File: config.mk
export PLATFORM = sky130hd
export DESIGN_NAME = caf_peak_detect
export DESIGN_NICKNAME = d
export VERILOG_FILES = /design/src/rtl/caf_pkg.sv /design/src/rtl/caf_peak_detect_cmag_sq.sv /design/src/rtl/caf_peak_detect.sv
export SDC_FILE = /design/constraint.sdc
export NUM_CORES = 2
export LEC_CHECK = 0
export ABC_AREA = 1
export CELL_PAD_IN_SITES_DETAIL_PLACEMENT = 0
export CELL_PAD_IN_SITES_GLOBAL_PLACEMENT = 1
export CORE_MARGIN = 5
export CORE_UTILIZATION = 52
export DETAILED_ROUTE_END_ITERATION = 6
export PLACE_DENSITY = 0.85
export SLEW_MARGIN = 20
export SYNTH_ARGS = -nofsm -noshare
export SYNTH_HDL_FRONTEND = slang
export SYNTH_SLANG_ARGS = --single-unit
File: constraint.sdc
create_clock -name clk -period 11.21 [get_ports clk]
set_input_delay 2.242 -clock clk [delete_from_list [all_inputs] [get_ports clk]]
set_output_delay 2.242 -clock clk [all_outputs]
set_load 0.01 [all_outputs]
File: src/rtl/caf_pkg.sv
// Shared types and elaboration helpers for the CAF peak-detect reduction stage.
package caf_pkg;

  typedef enum logic [1:0] {
    ACCUM = 2'd0,
    DRAIN = 2'd1,
    OUT   = 2'd2
  } state_t;

  // DRAIN holds until the last sample has passed the compare stage.
  localparam logic [1:0] DRAIN_LAST = 2'd2;

  function automatic int mag_bits(input int wi, input int wq);
    return 2 * ((wi > wq) ? wi : wq) + 1;
  endfunction

  function automatic int clog2(input int v);
    int r;
    r = 0;
    for (int k = 0; k < 32; k++) begin
      if ((64'd1 << r) < 64'(v)) r = r + 1;
    end
    return r;
  endfunction

endpackage

File: src/rtl/caf_peak_detect_cmag_sq.sv
// Two-stage registered |p|^2 = i^2 + q^2 with valid tag and (i, q, idx) sideband.
module cmag_sq
  import caf_pkg::*;
#(
  parameter int WI   = 16,
  parameter int WQ   = 16,
  parameter int IDXW = 6,
  parameter int MAGW = mag_bits(WI, WQ)
) (
  input  logic                   clk,
  input  logic                   reset,
  input  logic                   in_valid,
  input  logic signed [WI-1:0]   in_i,
  input  logic signed [WQ-1:0]   in_q,
  input  logic [IDXW-1:0]        in_idx,
  output logic                   out_valid,
  output logic [MAGW-1:0]        out_mag,
  output logic signed [WI-1:0]   out_i,
  output logic signed [WQ-1:0]   out_q,
  output logic [IDXW-1:0]        out_idx
);

  logic                   s1_valid_q, s1_valid_d;
  logic signed [2*WI-1:0] sq_i_q, sq_i_d;
  logic signed [2*WQ-1:0] sq_q_q, sq_q_d;
  logic signed [WI-1:0]   s1_i_q, s1_i_d;
  logic signed [WQ-1:0]   s1_q_q, s1_q_d;
  logic [IDXW-1:0]        s1_idx_q, s1_idx_d;

  logic                   s2_valid_q, s2_valid_d;
  logic [MAGW-1:0]        s2_mag_q, s2_mag_d;
  logic signed [WI-1:0]   s2_i_q, s2_i_d;
  logic signed [WQ-1:0]   s2_q_q, s2_q_d;
  logic [IDXW-1:0]        s2_idx_q, s2_idx_d;

  logic signed [2*WI-1:0] ext_i;
  logic signed [2*WQ-1:0] ext_q;

  // Full-width signed squares keep -2^(W-1) squared exact; data only moves with a valid sample.
  always_comb begin
    ext_i      = in_i;
    ext_q      = in_q;
    s1_valid_d = in_valid;
    sq_i_d     = sq_i_q;
    sq_q_d     = sq_q_q;
    s1_i_d     = s1_i_q;
    s1_q_d     = s1_q_q;
    s1_idx_d   = s1_idx_q;
    if (in_valid) begin
      sq_i_d   = ext_i * ext_i;
      sq_q_d   = ext_q * ext_q;
      s1_i_d   = in_i;
      s1_q_d   = in_q;
      s1_idx_d = in_idx;
    end

    s2_valid_d = s1_valid_q;
    s2_mag_d   = s2_mag_q;
    s2_i_d     = s2_i_q;
    s2_q_d     = s2_q_q;
    s2_idx_d   = s2_idx_q;
    if (s1_valid_q) begin
      s2_mag_d = {{(MAGW-2*WI){1'b0}}, sq_i_q} + {{(MAGW-2*WQ){1'b0}}, sq_q_q};
      s2_i_d   = s1_i_q;
      s2_q_d   = s1_q_q;
      s2_idx_d = s1_idx_q;
    end
  end

  always_ff @(posedge clk) begin
    if (reset) begin
      s1_valid_q <= 1'b0;
      sq_i_q     <= '0;
      sq_q_q     <= '0;
      s1_i_q     <= '0;
      s1_q_q     <= '0;
      s1_idx_q   <= '0;
      s2_valid_q <= 1'b0;
      s2_mag_q   <= '0;
      s2_i_q     <= '0;
      s2_q_q     <= '0;
      s2_idx_q   <= '0;
    end else begin
      s1_valid_q <= s1_valid_d;
      sq_i_q     <= sq_i_d;
      sq_q_q     <= sq_q_d;
      s1_i_q     <= s1_i_d;
      s1_q_q     <= s1_q_d;
      s1_idx_q   <= s1_idx_d;
      s2_valid_q <= s2_valid_d;
      s2_mag_q   <= s2_mag_d;
      s2_i_q     <= s2_i_d;
      s2_q_q     <= s2_q_d;
      s2_idx_q   <= s2_idx_d;
    end
  end

  assign out_valid = s2_valid_q;
  assign out_mag   = s2_mag_q;
  assign out_i     = s2_i_q;
  assign out_q     = s2_q_q;
  assign out_idx   = s2_idx_q;

endmodule

File: src/rtl/caf_peak_detect.sv
// Frame-wise peak search of |p|^2 over LENGTH accepted complex products, result held until taken.
module caf_peak_detect
  import caf_pkg::*;
#(
  parameter int SUM_I_BITS = 16,
  parameter int SUM_Q_BITS = 16,
  parameter int LENGTH     = 64,
  parameter int INDEX_BITS = 6
) (
  input  logic                                          clk,
  input  logic                                          reset,
  input  logic                                          s_axis_product_tvalid,
  output logic                                          m_axis_product_tready,
  input  logic signed [SUM_I_BITS-1:0]                  i,
  input  logic signed [SUM_Q_BITS-1:0]                  q,
  output logic                                          s_axis_peak_tvalid,
  input  logic                                          m_axis_peak_tready,
  output logic [mag_bits(SUM_I_BITS, SUM_Q_BITS)-1:0]   peak_mag,
  output logic [INDEX_BITS-1:0]                         peak_index,
  output logic signed [SUM_I_BITS-1:0]                  peak_i,
  output logic signed [SUM_Q_BITS-1:0]                  peak_q
);

  localparam int MAG_BITS = mag_bits(SUM_I_BITS, SUM_Q_BITS);

  if (LENGTH < 1 || clog2(LENGTH) > INDEX_BITS) begin : g_param_check
    $error("caf_peak_detect: LENGTH must be >= 1 and fit in INDEX_BITS");
  end

  state_t                  state_q, state_d;
  logic [INDEX_BITS-1:0]   cnt_q, cnt_d;
  logic [1:0]              drain_cnt_q, drain_cnt_d;

  logic [MAG_BITS-1:0]     max_mag_q, max_mag_d;
  logic [INDEX_BITS-1:0]   max_idx_q, max_idx_d;
  logic signed [SUM_I_BITS-1:0] max_i_q, max_i_d;
  logic signed [SUM_Q_BITS-1:0] max_q_q, max_q_d;

  logic                    peak_valid_q, peak_valid_d;
  logic [MAG_BITS-1:0]     peak_mag_q, peak_mag_d;
  logic [INDEX_BITS-1:0]   peak_index_q, peak_index_d;
  logic signed [SUM_I_BITS-1:0] peak_i_q, peak_i_d;
  logic signed [SUM_Q_BITS-1:0] peak_q_q, peak_q_d;

  logic                    accept;
  logic                    mag_valid;
  logic [MAG_BITS-1:0]     mag;
  logic signed [SUM_I_BITS-1:0] mag_i;
  logic signed [SUM_Q_BITS-1:0] mag_q;
  logic [INDEX_BITS-1:0]   mag_idx;

  assign m_axis_product_tready = (state_q == ACCUM) & ~reset;
  assign accept                = s_axis_product_tvalid & m_axis_product_tready;

  cmag_sq #(
    .WI   (SUM_I_BITS),
    .WQ   (SUM_Q_BITS),
    .IDXW (INDEX_BITS),
    .MAGW (MAG_BITS)
  ) u_cmag_sq (
    .clk       (clk),
    .reset     (reset),
    .in_valid  (accept),
    .in_i      (i),
    .in_q      (q),
    .in_idx    (cnt_q),
    .out_valid (mag_valid),
    .out_mag   (mag),
    .out_i     (mag_i),
    .out_q     (mag_q),
    .out_idx   (mag_idx)
  );

  // Index 0 always loads so a new frame never compares against a stale max.
  always_comb begin
    max_mag_d = max_mag_q;
    max_idx_d = max_idx_q;
    max_i_d   = max_i_q;
    max_q_d   = max_q_q;
    if (state_q == OUT && m_axis_peak_tready) begin
      max_mag_d = '0;
      max_idx_d = '0;
      max_i_d   = '0;
      max_q_d   = '0;
    end else if (mag_valid && (mag_idx == '0 || mag > max_mag_q)) begin
      max_mag_d = mag;
      max_idx_d = mag_idx;
      max_i_d   = mag_i;
      max_q_d   = mag_q;
    end
  end

  always_comb begin
    state_d      = state_q;
    cnt_d        = cnt_q;
    drain_cnt_d  = drain_cnt_q;
    peak_valid_d = peak_valid_q;
    peak_mag_d   = peak_mag_q;
    peak_index_d = peak_index_q;
    peak_i_d     = peak_i_q;
    peak_q_d     = peak_q_q;
    unique case (state_q)
      ACCUM: begin
        if (accept) begin
          if (cnt_q == INDEX_BITS'(LENGTH - 1)) begin
            cnt_d       = '0;
            drain_cnt_d = '0;
            state_d     = DRAIN;
          end else begin
            cnt_d = cnt_q + 1'b1;
          end
        end
      end
      DRAIN: begin
        if (drain_cnt_q == DRAIN_LAST) begin
          state_d      = OUT;
          peak_valid_d = 1'b1;
          peak_mag_d   = max_mag_q;
          peak_index_d = max_idx_q;
          peak_i_d     = max_i_q;
          peak_q_d     = max_q_q;
        end else begin
          drain_cnt_d = drain_cnt_q + 1'b1;
        end
      end
      OUT: begin
        if (m_axis_peak_tready) begin
          state_d      = ACCUM;
          peak_valid_d = 1'b0;
        end
      end
      default: state_d = ACCUM;
    endcase
  end

  always_ff @(posedge clk) begin
    if (reset) begin
      state_q      <= ACCUM;
      cnt_q        <= '0;
      drain_cnt_q  <= '0;
      max_mag_q    <= '0;
      max_idx_q    <= '0;
      max_i_q      <= '0;
      max_q_q      <= '0;
      peak_valid_q <= 1'b0;
      peak_mag_q   <= '0;
      peak_index_q <= '0;
      peak_i_q     <= '0;
      peak_q_q     <= '0;
    end else begin
      state_q      <= state_d;
      cnt_q        <= cnt_d;
      drain_cnt_q  <= drain_cnt_d;
      max_mag_q    <= max_mag_d;
      max_idx_q    <= max_idx_d;
      max_i_q      <= max_i_d;
      max_q_q      <= max_q_d;
      peak_valid_q <= peak_valid_d;
      peak_mag_q   <= peak_mag_d;
      peak_index_q <= peak_index_d;
      peak_i_q     <= peak_i_d;
      peak_q_q     <= peak_q_d;
    end
  end

  assign s_axis_peak_tvalid = peak_valid_q;
  assign peak_mag           = peak_mag_q;
  assign peak_index         = peak_index_q;
  assign peak_i             = peak_i_q;
  assign peak_q             = peak_q_q;

endmodule

# Yosys cells after proc, flatten, opt, wreduce, memory -nomap -nowiden

Index checks and enable logic that the tools add are counted.

Bits in registers: 328
Output and inout port bits: 73
Word-level logic and storage cells: 67

Add/sub/neg operators: 3
Multiply operators: 2
$lt $le $gt $ge: 1
Equal/unequal tests: 9
Multiplexer cells: 13
Bitwise gates (word level): 3
Reduce and logical (&&, ||, !) cells: 13

Operators by type and width:

| kind                                                   | number |
|---|---|
| multiplier 16 x 16 -> 32 bit                           | 2 |
| adder 32 x 32 -> 33 bit                                | 1 |
| greater-than comparator 33 bit                         | 1 |
| 2-to-1 mux 2 bit                                       | 7 |
| AND reduction 4 bit                                    | 2 |
| adder 6 x 1 -> 6 bit (second input constant)           | 1 |
| equality test 6 bit (second input constant)            | 1 |
| zero test 6 bit                                        | 1 |
| 2-to-1 mux 6 bit                                       | 1 |
| inequality test 2 bit (second input constant)          | 3 |
| one-hot mux 2 bit (3 select lines)                     | 1 |
| equality test 2 bit (second input constant)            | 2 |
| inequality test 2 x 1 -> 1 bit (second input constant) | 2 |
| one-hot mux 2 bit (2 select lines)                     | 1 |
| AND reduction 2 bit                                    | 2 |
| nonzero test 2 bit                                     | 2 |
| AND reduction 3 bit                                    | 1 |
| adder 2 x 1 -> 2 bit (second input constant)           | 1 |
| AND 1 bit                                              | 2 |
| equality test 2 x 1 -> 1 bit (second input constant)   | 1 |
| logical AND 1 bit                                      | 2 |
| zero test 2 bit                                        | 1 |
| 2-to-1 mux 1 bit                                       | 2 |
| one-hot mux 1 bit (2 select lines)                     | 1 |
| 3 further kinds                                        | 3 |

# Longest topological paths before layout

Word-level depth: 5
Depth in mapped cells: 29
Mapped depth without buffers: 27

# Hierarchy

From an unflattened synthesis, not the netlist that was laid out.

Cells, all modules: 4719
Area total of the unflattened synthesis: 34894.7 µm²

Modules (own cells, without submodules):

| module          | instances | cells each | area an instance (µm²) |
|---|---|---|---|
| cmag_sq         | 1         | 3717       | 27492.6 |
| caf_peak_detect | 1         | 1002       | 7402.1 |

# Least setup slack after synthesis

OpenSTA, ideal clock, no wires.

Kind: in2reg
Start point: in q[15]
End point: reg u_cmag_sq.sq_q_q[27]
Library setup time: 0.056 ns
Arrival: 7.809 ns
Required time: 11.154 ns
Slack: 3.345 ns
Cell stages on the path: 23
Cells stage by stage: clkbuf_1 > clkbuf_1 > nand2_1 > inv_1 > fa_1 > fa_1 > fa_1 > fa_1 > fa_1 > inv_1 > fa_1 > inv_1 > ha_1 > nand2_1 > nor2_1 > inv_1 > nor2_1 > nand3_1 > or2_2 > a31o_2 > nand3_1 > nand2_1 > inv_1

Cells in the longest elaborated chain, start to end: 1

RTL lines:

| item                         | RTL line                      | RTL |
|---|---|---|
| start, declared              | caf_peak_detect.sv:15         | `input logic signed [SUM_Q_BITS-1:0] q,` |
| multiplier 16 x 16 -> 32 bit | caf_peak_detect_cmag_sq.sv:51 | `sq_q_d = ext_q * ext_q;` |
| end signal, assigned         | caf_peak_detect_cmag_sq.sv:86 | `sq_q_q <= sq_q_d;` |
| end, declared                | caf_peak_detect_cmag_sq.sv:25 | `logic signed [2*WQ-1:0] sq_q_q, sq_q_d;` |

No other way between the ends.
A chain may end at the register's enable or synchronous reset.

# Worst setup path after layout

Start point: in i[15]
End point: reg u_cmag_sq.sq_i_q[26]

Cells in the longest elaborated chain, start to end: 1

RTL lines:

| item                         | RTL line                      | RTL |
|---|---|---|
| start, declared              | caf_peak_detect.sv:14         | `input logic signed [SUM_I_BITS-1:0] i,` |
| multiplier 16 x 16 -> 32 bit | caf_peak_detect_cmag_sq.sv:50 | `sq_i_d = ext_i * ext_i;` |
| end signal, assigned         | caf_peak_detect_cmag_sq.sv:85 | `sq_i_q <= sq_i_d;` |
| end, declared                | caf_peak_detect_cmag_sq.sv:24 | `logic signed [2*WI-1:0] sq_i_q, sq_i_d;` |

No other way between the ends.

==> flow_metrics.tcl <==
set metrics [dict create \
    status "finished, final reports clean" \
    synth_most_common_cell "inv_1" \
    synth-edff-count 0 \
    grt_max_degree 93 \
    ys_ff_latch 324 \
    ant_nets 0 \
    fin_crit_sh 0.7715 \
    syn_area_um2 33220 \
    reg2reg_slack_ns 8.01 \
    cts_repair_resize_count 0 \
    reg2reg_from "max_mag_q[32]" \
    rr_worst_depth 12 \
    setup_ws_ns 2.562 \
    vias_per_cell 5.066 \
    fin_skew_ns 0.01376 \
    rsz0062_at_grt "false" \
    ys_seq_area_frac 0.1952 \
    fillCellCount 6042 \
    synthTopCellsByArea "fa_1 28%, dfxtp_1 20%, inv_1 11%" \
    grt_pass1_vias 26600 \
    die_area_um2 69040 \
    die_w_um 262.8 \
    antenna_found_initial 0 \
    cap_viol_max_count 0 \
    gp_congestion 0.9253 \
    worst-path-max-fanout 23 \
    layout-drive-gt1-share 0.02588 \
    yosys.area.top_type_share 0.2844 \
    dr.pass1.iters 5 \
    wl_per_cell_um 15.93 \
    routed_wl_um 83050 \
    synth-warning-count 0 \
    max_freq_ghz 0.1156 \
    clock_latency_ns 0.55 \
    cts_buffers 37 \
    r2r-end "max_i_q[5]" \
    grt_overflow_total 0 \
    placementRows 92 \
    vias 26410 \
    clock_path_buffers 3 \
    die_h_um 262.8 \
    cts.clk_slew.worst_paths_ns 0.06 \
    cts_setup_buffers 0 \
    cts_htree_levels 2 \
    core_um2 63200 \
    portBuffers 108 \
    clockRootBuffer "clkbuf_16" \
    syn_nets 5099 \
    syn_area_per_cell_um2 7.637 \
    arrival_ns 9.13 \
    start_kind "primary input" \
    whs_endpoint "peak_mag[22]" \
    timing.setup.tns_ns 0 \
    hold_buffers 0 \
    setup_viol 0 \
    grt_pass1_wl_um 139100 \
    ios 109 \
    fin_crit_ns 8.648 \
    initial_core_util 0.5257 \
    syn_inst 4350 \
    insertedDiodeCount 0 \
    clock-sinks 324 \
    yosys-top-cells-count "967 x inv_1, 872 x nand2_1, 472 x fa_1" \
    hold_violations 0 \
    grt_usage 0.2427 \
    min_from "peak_mag[22]" \
    synth_top_cell_by_area "fa_1" \
    cts_tree "yes" \
    async_flop_share 0 \
    dp_hpwl_um 66290 \
    drt_iter0_markers 1609 \
    hold_depth 2 \
    pre_cts_ws_ns 1.991 \
    path_class "primary input to flip-flop" \
    worstMarginPinSlew_ns 1.007 \
    slew_viol_final 0 \
    worst_setup_path_end_kind "flip-flop" \
    required_ns 11.70 \
    synth_top_flop_cell "dfxtp_1" \
    holdCritPathClass "flip-flop to flip-flop" \
    synth.distinct_cells 41 \
    layout.nets 5090 \
    relSlewSlack 0.3268 \
    drc 0 \
    syn_to_final_growth_pct 8.659 \
]
-- worst max-delay path: stages --
cell	delay, ns
clkdlybuf4s50_1	1.10
clkinv_1	0.70
nor2_1	0.39
xnor2_1	0.11
ha_1	0.20
a31o_2	0.23
fa_1	0.47
fa_1	0.52
fa_1	0.44
fa_1	0.49
inv_1	0.05
fa_1	0.47
inv_1	0.04
ha_1	0.37
nand2_1	0.11
nor2_1	0.12
inv_1	0.07
nor2_1	0.17
nand3_1	0.08
or2_2	0.30
nand3_1	0.12
a21oi_1	0.07
o21ai_0	0.13
nand2_1	0.07
inv_1	0.05
-- sequential cells by signal, indices dropped and copies added, names as in the netlist, 2 cells and up --
signal,cells
cnt_q,6
u_cmag_sq.out_i,16
u_cmag_sq.s1_i_q,16
peak_i,16
u_cmag_sq.s1_q_q,16
max_idx_q,6
peak_mag,33
u_cmag_sq.out_q,16
u_cmag_sq.out_mag,33
max_i_q,16
state_q,2
u_cmag_sq.sq_i_q,30
peak_index,6
max_mag_q,33
drain_cnt_q,2
peak_q,16
u_cmag_sq.sq_q_q,30
max_q_q,16
u_cmag_sq.s1_idx_q,6
u_cmag_sq.out_idx,6
-- through the flow --
step	util	hold WS [ns]	std cells	area [µm²]
final	0.5712	0.4584	5213	36100
after global routing	0.5712	0.4753	5213	36100
after CTS	0.5712	0.4572	5213	36100
after detailed placement	0.5513	0.4475	5148	34840
after global placement	0.5513	0.4438	5148	34840
after floorplan	-	0.4297	4350	33220
-- layer usage --
| metal | up-vias | track usage | part of all wire |
|---|---|---|---|
| met5 | - | 0 | 0 |
| met2 | 508 | 0.4009 | 0.47 |
| li1 | 13180 | - | - |
| met3 | 105 | 0.02893 | 0.043 |
| met4 | 0 | 0.05045 | 0.021 |
| met1 | 12620 | 0.3481 | 0.47 |
-- logic make-up (layout without fill, tap and decap cells) --
group / count (synthesis) / in the layout / share of synthesized area
compound gates: 534 / 534 / 0.08670
xor+xnor: 70 / 70 / 0.01846
fa+ha+maj: 713 / 713 / 0.3752
buf+inv: 1154 / 1171 / 0.1321
flops: 324 / 324 / 0.1952
simple gates: 1555 / 1555 / 0.1923
-- layout make-up --
class | instances | area, µm² | share of cell area
Multi-Input combinational cell | 2872 | 22370 | 0.6197
Tap cell | 846 | 1059 | 0.02932
Timing Repair Buffer | 134 | 1274 | 0.03529
Inverter | 972 | 3651 | 0.1011
Clock buffer | 48 | 1008 | 0.02794
Clock inverter | 17 | 249.0 | 0.006898
Sequential cell | 324 | 6489 | 0.1798
-- how the worst max path moves through the flow --
| stage | startpoint | to | slack [ns] | cells past startpoint |
|---|---|---|---|---|
| 2_1_floorplan | q[15] | u_cmag_sq.sq_q_q[27] | 3.35 | 23 |
| 3_3_place_gp | i[15] | u_cmag_sq.sq_i_q[26] | 2.07 | 25 |
| 3_5_place_dp | i[15] | u_cmag_sq.sq_i_q[26] | 1.99 | 25 |
| 4_1_cts | i[15] | u_cmag_sq.sq_i_q[26] | 2.54 | 25 |
| 5_1_grt | i[15] | u_cmag_sq.sq_i_q[26] | 2.08 | 25 |
| 6_report | i[15] | u_cmag_sq.sq_i_q[26] | 2.56 | 25 |
-- cell usage in the layout, fill, tap and decap left out, types with 8 or more instances in the layout --
master           instances
o21bai_1                25
inv_1                  966
nand2_1                869
nand3b_1                26
dfxtp_1                322
o21ai_0                183
a21oi_1                266
nand3_1                228
xnor2_1                 25
buf_4                   27
a21o_1                  20
o211ai_1                 8
nor3_1                  22
clkdlybuf4s50_1        107
nor2_1                 354
xor2_1                  45
fa_1                   472
clkbuf_1                 8
clkbuf_16               38
ha_1                   240
nand4_1                 30
or2_2                    9
Power is left out: the tool's default activity adds up to more than one toggle a clock period on the data nets, which glitch-free logic cannot reach.
